`src/rtl/ssi_check_pkg.sv`:
```
// Shared types and PRBS helpers for the SSI loopback pattern checker.
package ssi_check_pkg;

    typedef enum logic [1:0] {
        MODE_RAMP   = 2'd0,
        MODE_PRBS7  = 2'd1,
        MODE_PRBS15 = 2'd2,
        MODE_OFF    = 2'd3
    } mode_e;

    typedef enum logic [1:0] {
        IDLE   = 2'd0,
        SEED   = 2'd1,
        SEARCH = 2'd2,
        LOCKED = 2'd3
    } state_e;

    localparam int PN_MAX_WIDTH = 32;

    // Word holds `width` consecutive sequence bits, oldest in the MSB; shift in `width` new bits.
    function automatic logic [31:0] pn_advance(input logic [31:0] word, input int width,
                                               input int tap_a, input int tap_b);
        logic [31:0] w;
        logic [31:0] mask;
        w = word;
        for (int i = 0; i < PN_MAX_WIDTH; i++) begin
            w = (i < width) ? {w[30:0], w[tap_a[4:0]] ^ w[tap_b[4:0]]} : w;
        end
        mask = (width >= 32) ? 32'hFFFF_FFFF : ((32'd1 << width) - 32'd1);
        return w & mask;
    endfunction

    // x^7 + x^6 + 1
    function automatic logic [31:0] pn7_next(input logic [31:0] word, input int width);
        return pn_advance(word, width, 6, 5);
    endfunction

    // x^15 + x^14 + 1
    function automatic logic [31:0] pn15_next(input logic [31:0] word, input int width);
        return pn_advance(word, width, 14, 13);
    endfunction

endpackage

```
`src/rtl/ssi_check_channel.sv`:
```
// One I/Q lane pair: self-seeding pattern predictor, lock/loss-of-lock FSM and error counters.
module ssi_check_channel
    import ssi_check_pkg::*;
#(
    parameter int DATA_WIDTH    = 16,
    parameter int LOCK_COUNT    = 8,
    parameter int LOSS_COUNT    = 4,
    parameter int ERR_CNT_WIDTH = 16
) (
    input  logic                     clk,
    input  logic                     rst,
    input  logic                     enable,
    input  logic [1:0]               mode,
    input  logic                     clear,
    input  logic                     data_valid,
    input  logic [DATA_WIDTH-1:0]    data_i,
    input  logic [DATA_WIDTH-1:0]    data_q,
    output logic                     locked,
    output logic                     err_sticky,
    output logic [ERR_CNT_WIDTH-1:0] err_count,
    output logic                     lock_lost
);

    localparam int GOOD_W = $clog2(LOCK_COUNT + 1);
    localparam int BAD_W  = $clog2(LOSS_COUNT + 1);

    state_e                   state_q, state_d;
    mode_e                    mode_q, mode_d;
    logic [DATA_WIDTH-1:0]    prev_i_q, prev_i_d, prev_q_q, prev_q_d;
    logic [GOOD_W-1:0]        good_cnt_q, good_cnt_d;
    logic [BAD_W-1:0]         bad_cnt_q, bad_cnt_d;
    logic [ERR_CNT_WIDTH-1:0] err_cnt_q, err_cnt_d, err_upd_s, err_inc_s;
    logic                     sticky_q, sticky_d, sticky_upd_s;
    logic                     locked_q, locked_d;
    logic                     lost_q, lost_d;
    logic [DATA_WIDTH-1:0]    exp_i_s, exp_q_s;
    logic                     active_s, match_s;

    function automatic logic [DATA_WIDTH-1:0] predict(input logic [DATA_WIDTH-1:0] prev,
                                                      input mode_e md);
        logic [DATA_WIDTH-1:0] nxt;
        case (md)
            MODE_RAMP:   nxt = prev + DATA_WIDTH'(1);
            MODE_PRBS7:  nxt = DATA_WIDTH'(pn7_next(32'(prev), DATA_WIDTH));
            MODE_PRBS15: nxt = DATA_WIDTH'(pn15_next(32'(prev), DATA_WIDTH));
            default:     nxt = prev;
        endcase
        return nxt;
    endfunction

    // Next-state, predictor and counter update for one channel.
    always_comb begin
        mode_d       = mode_e'(mode);
        active_s     = enable && (mode_d != MODE_OFF);
        exp_i_s      = predict(prev_i_q, mode_d);
        exp_q_s      = predict(prev_q_q, mode_d);
        match_s      = (data_i == exp_i_s) && (data_q == exp_q_s);
        err_inc_s    = (&err_cnt_q) ? err_cnt_q : err_cnt_q + ERR_CNT_WIDTH'(1);

        state_d      = state_q;
        prev_i_d     = prev_i_q;
        prev_q_d     = prev_q_q;
        good_cnt_d   = good_cnt_q;
        bad_cnt_d    = bad_cnt_q;
        err_upd_s    = err_cnt_q;
        sticky_upd_s = sticky_q;
        lost_d       = 1'b0;

        if (!active_s || (mode_d != mode_q)) begin
            state_d    = IDLE;
            prev_i_d   = '0;
            prev_q_d   = '0;
            good_cnt_d = '0;
            bad_cnt_d  = '0;
        end else begin
            case (state_q)
                IDLE: state_d = SEED;
                SEED: begin
                    if (data_valid) begin
                        prev_i_d   = data_i;
                        prev_q_d   = data_q;
                        good_cnt_d = '0;
                        state_d    = SEARCH;
                    end else begin
                        state_d = SEED;
                    end
                end
                SEARCH: begin
                    if (data_valid) begin
                        prev_i_d = data_i;
                        prev_q_d = data_q;
                        if (!match_s) begin
                            good_cnt_d = '0;
                        end else if (good_cnt_q == GOOD_W'(LOCK_COUNT - 1)) begin
                            good_cnt_d = '0;
                            bad_cnt_d  = '0;
                            state_d    = LOCKED;
                        end else begin
                            good_cnt_d = good_cnt_q + GOOD_W'(1);
                        end
                    end else begin
                        state_d = SEARCH;
                    end
                end
                LOCKED: begin
                    if (!data_valid) begin
                        state_d = LOCKED;
                    end else if (match_s) begin
                        prev_i_d  = data_i;
                        prev_q_d  = data_q;
                        bad_cnt_d = '0;
                    end else begin
                        // Flywheel on the prediction so one corrupted word costs one error, not two.
                        prev_i_d     = exp_i_s;
                        prev_q_d     = exp_q_s;
                        err_upd_s    = err_inc_s;
                        sticky_upd_s = 1'b1;
                        if (bad_cnt_q == BAD_W'(LOSS_COUNT - 1)) begin
                            bad_cnt_d  = '0;
                            good_cnt_d = '0;
                            lost_d     = 1'b1;
                            state_d    = SEARCH;
                        end else begin
                            bad_cnt_d = bad_cnt_q + BAD_W'(1);
                        end
                    end
                end
                default: state_d = IDLE;
            endcase
        end

        err_cnt_d = clear ? '0 : err_upd_s;
        sticky_d  = clear ? 1'b0 : sticky_upd_s;
        locked_d  = (state_d == LOCKED);
    end

    // State and output registers.
    always_ff @(posedge clk or posedge rst) begin
        if (rst) begin
            state_q    <= IDLE;
            mode_q     <= MODE_RAMP;
            prev_i_q   <= '0;
            prev_q_q   <= '0;
            good_cnt_q <= '0;
            bad_cnt_q  <= '0;
            err_cnt_q  <= '0;
            sticky_q   <= 1'b0;
            locked_q   <= 1'b0;
            lost_q     <= 1'b0;
        end else begin
            state_q    <= state_d;
            mode_q     <= mode_d;
            prev_i_q   <= prev_i_d;
            prev_q_q   <= prev_q_d;
            good_cnt_q <= good_cnt_d;
            bad_cnt_q  <= bad_cnt_d;
            err_cnt_q  <= err_cnt_d;
            sticky_q   <= sticky_d;
            locked_q   <= locked_d;
            lost_q     <= lost_d;
        end
    end

    assign locked     = locked_q;
    assign err_sticky = sticky_q;
    assign err_count  = err_cnt_q;
    assign lock_lost  = lost_q;

endmodule

```
`config.mk`:
```
export PLATFORM = sky130hd
export DESIGN_NAME = ssi_check_channel
export DESIGN_NICKNAME = d
export VERILOG_FILES = /design/src/rtl/ssi_check_pkg.sv /design/src/rtl/ssi_check_channel.sv
export SDC_FILE = /design/constraint.sdc
export NUM_CORES = 1
export LEC_CHECK = 0
export CORE_AREA = 2 2 123 125
export DETAILED_ROUTE_END_ITERATION = 10
export DIE_AREA = 0 0 125 127
export DONT_BUFFER_PORTS = 1
export HOLD_SLACK_MARGIN = 0.05
export PLACE_DENSITY_LB_ADDON = 0.08
export SLEW_MARGIN = 20
export SYNTH_ARGS = -nofsm -noshare
export SYNTH_HDL_FRONTEND = slang
export SYNTH_SLANG_ARGS = --single-unit
```
`constraint.sdc`:
```
create_clock -name clk -period 5.1 [get_ports clk]
set_input_delay 1.02 -clock clk [delete_from_list [all_inputs] [get_ports clk]]
set_output_delay 1.02 -clock clk [all_outputs]
set_load 0.1 [all_outputs]
```
### Word level (Yosys, flattened, before mapping)

Cells that the tools add are included.

| storage, ports and cells | value |
|---|---|
| input bits | 39 |
| flip-flop bits (word level) | 62 |
| word-level logic and storage cells | 162 |
| output and inout port bits | 19 |

| cells by class | value |
|---|---|
| add/subtract/negate cells | 5 |
| multiplexer cells | 54 |
| equality and inequality tests | 23 |
| bitwise gates (word level) | 52 |
| reductions and logical operators | 18 |

Operators by type and width:

| operator | count |
|---|---|
| 16-bit two-way mux | 14 |
| 16-bit case mux with 3 select lines | 2 |
| 16-bit case mux with 2 select lines | 2 |
| 1-bit XOR | 52 |
| 16-bit by 1-bit adder with 16-bit output, second input constant | 3 |
| 16-bit equality test | 2 |
| 4-bit two-way mux | 8 |
| 3-bit two-way mux | 7 |
| 3-bit inequality test, second input constant | 7 |
| 2-bit two-way mux | 8 |
| 16-bit AND reduction | 1 |
| 4-bit case mux with 3 select lines | 1 |
| 1-bit two-way mux | 10 |
| 5-bit AND reduction | 2 |
| 2-bit equality test, second input constant | 4 |
| 2-bit inequality test, second input constant | 4 |
| 2-bit case mux with 4 select lines | 1 |
| 3-bit case mux with 2 select lines | 1 |
| 6-bit AND reduction | 1 |
| 3-bit nonzero test | 2 |
| 4-bit by 1-bit adder with 4-bit output, second input constant | 1 |
| 2-bit by 1-bit equality test with 1-bit output, second input constant | 2 |
| 4-bit by 3-bit equality test with 1-bit output, second input constant | 1 |
| 2-bit zero test | 2 |
| 12 further kinds | 14 |

### Longest topological paths before layout

| depth | value |
|---|---|
| word-level depth | 11 |
| mapped depth | 15 |
| gate-level depth less buffers | 10 |

### Worst setup path before layout

Ideal clock, no wire load.

| path | value |
|---|---|
| path type | input-to-reg |
| start point | input mode[1] |
| end point | register prev_i_q[11] |
| stages | 10 |
| setup slack | 1220 ps |
| arrival | 3759 ps |
| buffers on the path | 2 |
| data required time | 4979 ps |
| setup time | 121 ps |
| cell sequence | buf_2 > clkinv_1 > mux4_2 > xor2_1 > or4b_1 > or4_4 > o31a_1 > buf_6 > mux2_4 > a22o_1 |

| between the ends | value |
|---|---|
| cells in the longest elaborated chain, start to end | 8 |
| elaborated cells between the ends (all ways) | 21 |
| those cells by class | 8 x eq/ne; 6 x mux; 7 x reduce/logical |

Ends and longest elaborated chain:

| item | line | RTL |
|---|---|---|
| start: declaration | ssi_check_channel.sv:13 | `input logic [1:0] mode,` |
| 2-bit equality test, or another cell as far along | ssi_check_channel.sv:42 | `case (md)` |
| 16-bit case mux with 3 select lines | ssi_check_channel.sv:42 |  |
| 16-bit equality test | ssi_check_channel.sv:57 | `match_s = (data_i == exp_i_s) && (data_q == exp_q_s);` |
| 1-bit logical AND | ssi_check_channel.sv:57 |  |
| 16-bit two-way mux | ssi_check_channel.sv:108 | `end else if (match_s) begin` |
| 16-bit two-way mux | ssi_check_channel.sv:106 | `if (!data_valid) begin` |
| 16-bit case mux with 2 select lines | ssi_check_channel.sv:76 | `case (state_q)` |
| 16-bit two-way mux | ssi_check_channel.sv:69 | `if (!active_s \|\| (mode_d != mode_q)) begin` |
| end signal: assignment | ssi_check_channel.sv:153 | `prev_i_q <= prev_i_d;` |
| end: declaration | ssi_check_channel.sv:29 | `logic [DATA_WIDTH-1:0] prev_i_q, prev_i_d, prev_q_q, prev_q_d;` |

Parallel ways exist; a longest one is shown, timed or not. The select of a mux whose other input is x is not followed.
A chain may end at the register's enable or synchronous reset.

### Worst setup path after layout

| path | value |
|---|---|
| start point | register prev_i_q[5] |
| end point | register prev_q_q[13] |

| between the ends | value |
|---|---|
| cells in the longest elaborated chain, start to end | 10 |
| elaborated cells between the ends (all ways) | 17 |
| those cells by class | 1 x add/sub; 1 x eq/ne; 5 x mux; 9 x bitwise; 1 x reduce/logical |

Ends and longest elaborated chain:

| item | line | RTL |
|---|---|---|
| branches (longest 3 deep; another with 16-bit by 1-bit adder with 16-bit output) | -- |  |
| 16-bit case mux with 3 select lines * | ssi_check_channel.sv:42 |  |
| 16-bit equality test * | ssi_check_channel.sv:57 |  |
| 1-bit logical AND * | ssi_check_channel.sv:57 |  |
| 16-bit two-way mux * | ssi_check_channel.sv:108 |  |
| 16-bit two-way mux * | ssi_check_channel.sv:106 |  |
| 16-bit case mux with 2 select lines * | ssi_check_channel.sv:76 |  |
| 16-bit two-way mux * | ssi_check_channel.sv:69 |  |
| end signal: assignment | ssi_check_channel.sv:154 | `prev_q_q <= prev_q_d;` |
| end: declaration | ssi_check_channel.sv:29 |  |

Mark *: on every way between the ends. The select of a mux whose other input is x is not followed.

==> reports/qor.yml <==
sta:
  final-setup-viol-count: 0
  hold_violations: 0
  tns_ns: 0
  slew_viol_final: 0
  fin_hold_ws_ns: 0.5067
  period_needed_ns: 4.282
  finalWorstSetupSlack_ns: 0.8179
  finClkSkew_ns: 0.009494
  post-route-period-util: 0.8396
  max_slew.worst_pin.slew_ns: 1.010
  rsz0062_at_grt: "no"
  fmax_mhz: 233.5
  slew_headroom: 0.3265
drt:
  vias_per_cell: 6.565
  wl_mm: 21.35
  drtPass1Iterations: 5
  antenna_left: 0
  routed-via-count: 6145
  routedWlPerCell_um: 22.81
  drt_iter0_markers: 623
  drc: 0
synth:
  synth_seq_area_share: 0.2425
  synth.area.mux_share: 0.08936
  async_reset_ff_frac: 1.000
  post-synth-top-count-cell: "dfrtp_1"
  synth_ff_type: "dfrtp_1"
  syn-num-nets: 853
  synth_top_family_by_area: "simple AND/OR/NAND/NOR gates"
  ys_seq_elements: 62
  synth_largest_area_cell: "dfrtp_1"
  synth_cell_type_count: 77
  synth_area_leaders: "dfrtp_1 24%, ha_1 7.2%, mux2i_1 5.0%, xnor2_1 3.8%, nand2_1 3.6%"
  netlist_instances: 777
  synth_edf_count: 0
  synth-simple-area-share: 0.2517
  yosys-top-cells-count: "62 x dfrtp_1, 61 x nand2_1, 45 x o21ai_0"
  synth_top_area_frac: 0.2425
  synth_compound_area_frac: 0.2153
  syn_avg_cell_area_um2: 8.235
  ys_warn_count: 0
  synthXorXnorAreaFrac: 0.07489
  syn_area_um2: 6399
  synthAdderAreaFrac: 0.07235
critical_path:
  cpPeakStageDelay_ns: 0.61
  end_kind: "register"
  start_kind: "register"
  crit_buf_inv: 1
  path_cells: "ha_1 -> xor2_1 -> mux4_2 -> xor2_1 -> or4b_1 -> or4_4 -> o31a_2 -> buf_4 -> mux2i_1 -> o21ai_0"
  crit_type: "register to register"
  cp_data_arrival_time_ns: 4.46
  required_ns: 5.28
  crit_fanout: 20
  reg2reg_slack_ns: 0.82
  crit_slowest_cell: "o31a_2"
  crit_path_frequent_cell: "xor2_1"
  cp_top_family: "simple AND/OR/NAND/NOR gates"
placement:
  pre_cts_ws_ns: 0.7831
  place_area_um2: 6472
  hpwl_mm: 15.61
  gp_congestion: 0.9754
  portBuffers: 0
clock_tree:
  hold_buffers: 0
  clk_pin_slew_ns: 0.06
  cts_setup_buffers: 0
  clkLatencyLatePin_ns: 0.35
  clock_sinks: 62
  cts-root-buf: "clkbuf_16"
  cts_max_level: 3
  clockBufferDepth: 2
  cts_made_buffers: 9
  cts_tree: "done"
  post_cts_resized: 0
grt:
  grt_first_pass_wirelength_mm: 33.91
  antenna_found_initial: 0
  grt_start_max_net_pins: 62
  grt_use_total: 0.2680
  grt_pass1_vias: 5949
  grt_overflow: 0
final_layout:
  syn2layout_area_growth_pct: 5.710
  antenna_cells: 0
  nets: 823
  drive_gt1_frac: 0.07846
  fin_area_um2: 6764
die:
  core_um2: 14420
  start_util: 0.4436
  die_area_um2: 15880
  rows: 44
  die_w_um: 125
  ios: 58
  dieHeight_um: 127
pwr:
  peakVddDrop_mv: 0.1440
  power_mw: 1.303
  p_leak_nw: 2.839
  powerDensity_nw_per_um2: 192.7
status:
  status: "complete, no violations"
hold_path:
  min_path_type: "register to register"
flow_run:
  maxCapViolations: 0
-- final timing paths --
| check | depth (start not counted) | start | end |
|---|---|---|---|
| worst max-delay path | 10 | prev_i_q[5] | prev_q_q[13] |
| worst min-delay path | 1 | good_cnt_q[0] | good_cnt_q[0] |
| worst max register to register | 10 | prev_i_q[5] | prev_q_q[13] |
| worst min register to register | 1 | good_cnt_q[0] | good_cnt_q[0] |
| max in group asynchronous | 2 | rst | state_q[1] |
| min in group asynchronous | 1 | rst | prev_i_q[6] |
-- metrics by stage --
stage          utilization  cells
4_1_cts             0.4689    936
2_1_floorplan            -    777
3_5_place_dp        0.4487    920
6_report            0.4689    936
3_3_place_gp        0.4487    920
5_1_grt             0.4689    936
-- power breakdown --
part           total, mW  switching (mW)  internal (mW)
clock network      0.628           0.250          0.378
registers          0.496         0.00249          0.494
logic              0.179           0.111         0.0683
-- layer usage --
layer  part of all wire  up-vias  GRT usage  routed length [um]
li1                   -     2868          -                   -
met1               0.44     2992     0.3584                9488
met2               0.46      240     0.4297                9853
met3              0.065       45    0.05360                1389
met4              0.029        0     0.1033                 615
met5                  0        -          0                   0
-- state kept, by name (all words and copies together) (netlist names) --
register	flops
good_cnt_q	4
lock_lost	1
err_sticky	1
err_count	16
prev_q_q	16
bad_cnt_q	3
locked	1
state_q	2
prev_i_q	16
mode_q	2
-- cell usage in the layout, fill, tap and decap left out, types with 12 or more instances in the layout --
cell type,synthesis,layout
xor2_1,24,24
dfrtp_1,62,62
a21oi_1,29,29
nand2b_1,15,15
o21ai_0,45,45
a211oi_1,13,13
mux2i_1,32,32
nor2b_1,14,14
inv_1,24,23
buf_4,5,12
xnor2_1,28,28
nand4_1,20,20
ha_1,37,37
o31ai_1,13,13
or4_1,15,15
nand3_1,28,28
nor2_1,41,41
mux2_2,17,17
nor3_1,30,30
nand2_1,61,61
-- cell type report --
class                      instances  area (um^2)
sequential                        62         1551
multi-input combinational        636         4503
inverter                          26        97.59
tap                              184        230.2
timing repair buffer              12        90.09
fill                            1418         7660
clock inverter                     6        62.56
clock buffer                      10        229.0
-- kinds of logic (layout without fill, tap and decap cells) --
| group | count (synthesis) | after routing |
|---|---|---|
| AND/OR/NAND/NOR | 294 | 294 |
| XOR/XNOR | 53 | 53 |
| multiplexers | 52 | 52 |
| buffers and inverters | 79 | 54 |
| adder cells (fa/ha/maj) | 37 | 37 |
| flip-flops | 62 | 62 |
| AO/OA/AOI/OAI | 200 | 200 |
(Power assumes the default switching activity.)
